===== config.mk =====
export PLATFORM = sky130hd
export DESIGN_NAME = sprite_eval
export DESIGN_NICKNAME = d
export VERILOG_FILES = /design/src/rtl/sprite_pkg.sv /design/src/rtl/sprite_hit.sv /design/src/rtl/sprite_eval.sv
export SDC_FILE = /design/constraint.sdc
export NUM_CORES = 2
export LEC_CHECK = 0
export ABC_AREA = 1
export ABC_CLOCK_PERIOD_IN_PS = 5400
export CORE_MARGIN = 2
export CORE_UTILIZATION = 63
export CTS_BUF_LIST = sky130_fd_sc_hd__clkbuf_4
export DETAILED_ROUTE_END_ITERATION = 6
export PLACE_DENSITY_LB_ADDON = 0.2
export SYNTH_ARGS = -nofsm -noshare
export SYNTH_HDL_FRONTEND = slang
export SYNTH_SLANG_ARGS = --single-unit

===== constraint.sdc =====
create_clock -name clk_pix -period 5.4 [get_ports clk_pix]
set_clock_uncertainty 0.1 [all_clocks]
set_input_delay 1.08 -clock clk_pix [delete_from_list [all_inputs] [get_ports clk_pix]]
set_output_delay 1.08 -clock clk_pix [all_outputs]
set_load 0.02 [all_outputs]

===== src/rtl/sprite_pkg.sv =====
// Shared types for the per-line sprite evaluator: table entry, draw-unit slot, draw height.
package sprite_pkg;
  localparam int CORDW    = 16;
  localparam int IDXW_MAX = 9;  // enough for 512 table entries
  localparam int ROWW_MAX = 8;

  typedef struct packed {
    logic             en;
    logic [CORDW-1:0] x;
    logic [CORDW-1:0] y;
  } spr_entry_t;

  typedef struct packed {
    logic                valid;
    logic [IDXW_MAX-1:0] idx;
    logic [CORDW-1:0]    x;
    logic [ROWW_MAX-1:0] row;
  } unit_slot_t;

  function automatic int drawh(input int height, input int scale);
    return height << scale;
  endfunction
endpackage


===== src/rtl/sprite_hit.sv =====
// Signed vertical range test of one sprite against the target line, plus its bitmap row.
module sprite_hit #(
  parameter int CORDW     = 16,
  parameter int DRAWH     = 64,
  parameter int SPR_SCALE = 3,
  parameter int ROWW      = 3
) (
  input  logic                    en,
  input  logic signed [CORDW-1:0] spr_y,
  input  logic signed [CORDW:0]   target,
  output logic                    hit,
  output logic [ROWW-1:0]         row
);
  localparam logic signed [CORDW:0] DRAWH_S = (CORDW+1)'(DRAWH);
  localparam int DW = SPR_SCALE + ROWW;

  logic signed [CORDW:0] y_ext;
  logic signed [CORDW:0] y_end;
  logic [DW-1:0]         diff_lo;

  assign y_ext   = {spr_y[CORDW-1], spr_y};
  assign y_end   = y_ext + DRAWH_S;
  assign hit     = en && (y_ext <= target) && (target < y_end);
  // Only the low bits of the offset matter once the row is truncated.
  assign diff_lo = target[DW-1:0] - y_ext[DW-1:0];
  assign row     = ROWW'(diff_lo >> SPR_SCALE);
endmodule


===== src/rtl/sprite_eval.sv =====
// Scans the sprite table once per line and assigns up to NUNIT hits to draw units,
// committing each line's result on the following line pulse.
module sprite_eval #(
  parameter int CORDW      = 16,
  parameter int NSPR       = 16,
  parameter int NUNIT      = 4,
  parameter int SPR_HEIGHT = 8,
  parameter int SPR_SCALE  = 3
) (
  input  logic                                clk_pix,
  input  logic                                rst_pix,
  input  logic                                line,
  input  logic signed [CORDW-1:0]             sy,
  input  logic                                tbl_we,
  input  logic [$clog2(NSPR)-1:0]             tbl_addr,
  input  logic                                tbl_en,
  input  logic signed [CORDW-1:0]             tbl_x,
  input  logic signed [CORDW-1:0]             tbl_y,
  output logic [NUNIT-1:0]                    unit_valid,
  output logic [NUNIT*$clog2(NSPR)-1:0]       unit_idx,
  output logic [NUNIT*CORDW-1:0]              unit_x,
  output logic [NUNIT*$clog2(SPR_HEIGHT)-1:0] unit_row,
  output logic                                overflow,
  output logic                                eval_busy,
  output logic                                eval_late
);
  import sprite_pkg::*;

  localparam int IW = $clog2(NSPR);
  localparam int RW = $clog2(SPR_HEIGHT);
  localparam int DH = drawh(SPR_HEIGHT, SPR_SCALE);

  typedef enum logic {IDLE, SCAN} state_t;

  state_t                state_q, state_d;
  logic [IW-1:0]         idx_q, idx_d;
  logic signed [CORDW:0] target_q, target_d;
  spr_entry_t            tbl_q [NSPR];
  spr_entry_t            tbl_d [NSPR];
  unit_slot_t            shadow_q [NUNIT];
  unit_slot_t            shadow_d [NUNIT];
  unit_slot_t            out_q [NUNIT];
  unit_slot_t            out_d [NUNIT];
  logic                  sovf_q, sovf_d;
  logic                  oovf_q, oovf_d;
  logic                  late_q, late_d;

  spr_entry_t    cur;
  unit_slot_t    new_slot;
  logic          hit;
  logic [RW-1:0] hit_row;
  logic          placed;

  assign cur = tbl_q[idx_q];

  sprite_hit #(
    .CORDW    (CORDW),
    .DRAWH    (DH),
    .SPR_SCALE(SPR_SCALE),
    .ROWW     (RW)
  ) u_hit (
    .en    (cur.en),
    .spr_y ($signed(cur.y)),
    .target(target_q),
    .hit   (hit),
    .row   (hit_row)
  );

  always_comb begin
    new_slot.valid = 1'b1;
    new_slot.idx   = IDXW_MAX'(idx_q);
    new_slot.x     = cur.x;
    new_slot.row   = ROWW_MAX'(hit_row);
  end

  always_comb begin
    tbl_d    = tbl_q;
    state_d  = state_q;
    idx_d    = idx_q;
    target_d = target_q;
    shadow_d = shadow_q;
    sovf_d   = sovf_q;
    out_d    = out_q;
    oovf_d   = oovf_q;
    late_d   = late_q;
    placed   = 1'b0;

    if (tbl_we) tbl_d[tbl_addr] = '{en: tbl_en, x: tbl_x, y: tbl_y};

    // A line pulse always wins: commit whatever the shadow holds and restart.
    if (line) begin
      out_d    = shadow_q;
      oovf_d   = sovf_q;
      for (int k = 0; k < NUNIT; k++) shadow_d[k] = '0;
      sovf_d   = 1'b0;
      target_d = {sy[CORDW-1], sy} + (CORDW+1)'(1);
      idx_d    = '0;
      state_d  = SCAN;
      if (state_q == SCAN) late_d = 1'b1;
    end else if (state_q == SCAN) begin
      if (hit) begin
        for (int k = 0; k < NUNIT; k++) begin
          if (!placed && !shadow_q[k].valid) begin
            shadow_d[k] = new_slot;
            placed      = 1'b1;
          end
        end
        if (!placed) sovf_d = 1'b1;
      end
      if (idx_q == IW'(NSPR-1)) state_d = IDLE;
      else                      idx_d   = idx_q + IW'(1);
    end
  end

  always_ff @(posedge clk_pix) begin
    if (rst_pix) begin
      state_q  <= IDLE;
      idx_q    <= '0;
      target_q <= '0;
      sovf_q   <= 1'b0;
      oovf_q   <= 1'b0;
      late_q   <= 1'b0;
      for (int i = 0; i < NSPR; i++) tbl_q[i] <= '0;
      for (int k = 0; k < NUNIT; k++) begin
        shadow_q[k] <= '0;
        out_q[k]    <= '0;
      end
    end else begin
      state_q  <= state_d;
      idx_q    <= idx_d;
      target_q <= target_d;
      sovf_q   <= sovf_d;
      oovf_q   <= oovf_d;
      late_q   <= late_d;
      tbl_q    <= tbl_d;
      shadow_q <= shadow_d;
      out_q    <= out_d;
    end
  end

  for (genvar k = 0; k < NUNIT; k++) begin : g_out
    assign unit_valid[k]          = out_q[k].valid;
    assign unit_idx[k*IW +: IW]   = IW'(out_q[k].idx);
    assign unit_x[k*CORDW +: CORDW] = CORDW'(out_q[k].x);
    assign unit_row[k*RW +: RW]   = RW'(out_q[k].row);
  end

  assign overflow  = oovf_q;
  assign eval_busy = (state_q == SCAN);
  assign eval_late = late_q;
endmodule


==> out/results.ini <==
[outcome]
status=finished clean

[yosys]
synth_cells=4450
yosysUniqueCellTypes=38
ys_ff_latch=745
async_flop_share_pct=0
netlist_top_cells_count=nor2_1 (1138), o21ai_0 (858), dfxtp_1 (745), nand2_1 (365), a21oi_1 (289)
synth_most_common_cell=nor2_1
synth.net_count=4544
yosysSeqAreaShare_pct=46.61
syn_area_per_cell_um2=7.191
synth.cell_area_um2=32000
synth.area.top_cells=dfxtp_1 (47%), o21ai_0 (13%), nor2_1 (13%)
synth_warnings=0
synth_edf_count=0
synth_top_area_cell=dfxtp_1
synth_top_area_share_pct=46.61
synth_flop_cell=dfxtp_1

[placed_design]
dp_cells=4990
hpwlAfterDp_um=56520
gp_congestion=0.9095
io_buffer_count=155
pre_cts_slack_ps=572.3

[power_and_ir_drop]
pwr_density_cell_nw_per_um2=315.1
comb_power_share_pct=8.5
power_leakage_nw=14.66
total_power_mw=11.31
p_int_mw=8.312
vdd_drop_max_mv=0.2190
p_sw_mw=2.997
switching_share_pct=26.50
power_frac_seq_pct=49.9
power.share.clock_pct=41.6

[setup_path]
cp-end-kind=flop
required_ps=6260
cp-start-kind=flop
startpoint=idx_q[0]$_SDFFE_PP0P_
path_max_fanout=64
r2r-end=shadow_q[18]$_SDFFE_PP0P_
r2r_cells=24
crit_arrival_ps=5540
critPathKind=flop to flop
reg2reg_setup_slack_ps=720
r2r_start=idx_q[0]$_SDFFE_PP0P_

[route]
vias=30830
wl_um=96870
drc=0
postRouteAntennaNets=0
first_iter_violations=4038
dr.pass1.iters=6
avgRoutedWirePerCell_um=18.27
viasPerCell=5.813

[clock_tree]
cts-htree-levels=4
clockRootBuffer=clkbuf_4
cts_buffers=187
cts_tree=yes
clk_pin_slew_ps=70
cts_num_sinks=745
clockBufferDepth=3
clk_latency_ps=1090
cts_setup_buffers=0

[sta]
finalCritPeriodShare_pct=86.62
worstMarginPinSlew_ps=1151
finalMaxSlewViolations=0
slew_headroom_pct=23.20
rsz0062_at_grt=no
hold_viol=0
setup_tns_ps=0
fin_ws_ps=722.8
setup_viol=0
fmax_mhz=213.8
fin_crit_ps=4677

[min_path]
min-delay-path-class=flop to flop
hp-start=tbl_q[120]$_SDFFE_PP0P_
min_to=tbl_q[120]$_SDFFE_PP0P_
holdPathStages=2

[grt]
antenna_found_initial=4
grtUsageTotal_pct=36.02
grt_overflow_total=0
grt_pass1_vias=28250
grt_pass1_wl_um=151800
grt_max_degree=154

[final_layout]
final_nets=4601
fin_cells=5303
syn_to_final_growth_pct=12.16
final_util_pct=71.54
drive_above_1_share_pct=8.647

[flow_run]
drv_cap=0

[floorplanning]
io_pins=156
rows=82
fp.dieH_um=229.4
die_x_um=229.4
die_area_um2=52610
start_util_pct=63.78
core-area_um2=50170

-- per-layer routing --
layer | part of all wire, % | GRT usage [%] | routed length [µm]
met5 | 0.028 | 0 | 27
met4 | 4.1 | 18.43 | 3980
met3 | 10 | 7.669 | 10100
met2 | 44 | 55.70 | 43110
met1 | 41 | 47.61 | 39650
-- how the worst max path moves through the flow --
stage / endpoint / slack (ps) / cells past startpoint
3_3_place_gp: shadow_q[114]$_SDFFE_PP0P_ / 630 / 25
4_1_cts: shadow_q[123]$_SDFFE_PP0P_ / 540 / 25
3_5_place_dp: shadow_q[117]$_SDFFE_PP0P_ / 570 / 25
6_report: shadow_q[18]$_SDFFE_PP0P_ / 720 / 24
2_1_floorplan: shadow_q[110]$_SDFFE_PP0P_ / 1620 / 28
5_1_grt: shadow_q[18]$_SDFFE_PP0P_ / 90 / 25
-- registers in the layout, indices dropped and copies added, names as in the netlist --
name and flops:
shadow_q 96, idx_q 4, overflow 1, unit_valid 4
unit_idx 16, eval_busy 1, unit_x 64, unit_row 12
eval_late 1, tbl_q 528, target_q 17, sovf_q 1
-- area by class of cell --
type | count | area (µm²)
sequential | 745 | 14920
multi-input combinational | 3050 | 14510
fill | 4148 | 14280
timing repair buffer | 227 | 2192
clock buffer | 275 | 2064
inverter | 296 | 1124
tap | 672 | 840.8
clock inverter | 33 | 221.5
antenna | 5 | 12.51
-- worst max-delay path, stage by stage, from the launching register on --
cell and delay, ps:
dfxtp_4 670, inv_6 300, o21ai_0 240, o22ai_1 90, nand2_1 70, nand2_1 50, a31oi_1 260, inv_1 200
ha_1 240, inv_1 80, nor2_1 80, nand3_1 90, nand2_1 70, ha_1 370, nand2_1 80, nor2_1 150
nand2_1 90, nor2_1 100, nand2_1 90, nand3_1 110, nand2_1 70, nand2_2 140, nand4_1 430, nor2_1 280
nor2_1 80
-- cell usage in the layout (no fill, tap or decap), types with 7 or more instances in the layout --
master           count
xor2_1              14
o22ai_1             24
inv_2               10
nor2_1            1131
inv_1              281
clkdlybuf4s50_1    155
o221ai_1             7
a22o_1              78
a21oi_1            289
nand4_1             88
nand2_1            365
o21ai_0            858
buf_12               8
dfxtp_1            742
buf_4               64
o211ai_1            46
ha_1                37
nand3_1             63
clkbuf_4           275
clkinv_1            28
-- timing repair --
action                                  CTS  global route
resized for setup                         0             1
hold buffers                              0             0
endpoints found under the setup margin    0            20
-- stage by stage --
step | instance area, µm² | hold WS, ps
detailed placement | 33590 | 331.8
CTS | 35870 | 340.9
global placement | 33590 | 327.5
finish | 35890 | 341.6
floorplan | 32000 | 320.0
global route | 35890 | 360.0
-- cell families after synthesis --
kind of cell,after synthesis,synth area share [%]
AND/OR/NAND/NOR,1677,20.96
AO/OA/AOI/OAI,1320,22.25
buffers and inverters,655,8.297
XOR/XNOR,16,0.4379
flip-flops,745,46.61
adder cells (fa/ha/maj),37,1.447
-- power groups by stage --
stage               clock network [mW]  registers (mW)  logic (mW)
finish                            4.70            5.65       0.960
floorplan                            0            5.75       0.655
global route                      5.03            5.65        1.06
global placement                     0            5.76       0.915
detailed placement                   0            5.77       0.931
CTS                               4.73            5.64       0.936
No activity file was read; power rests on OpenSTA's default activity.
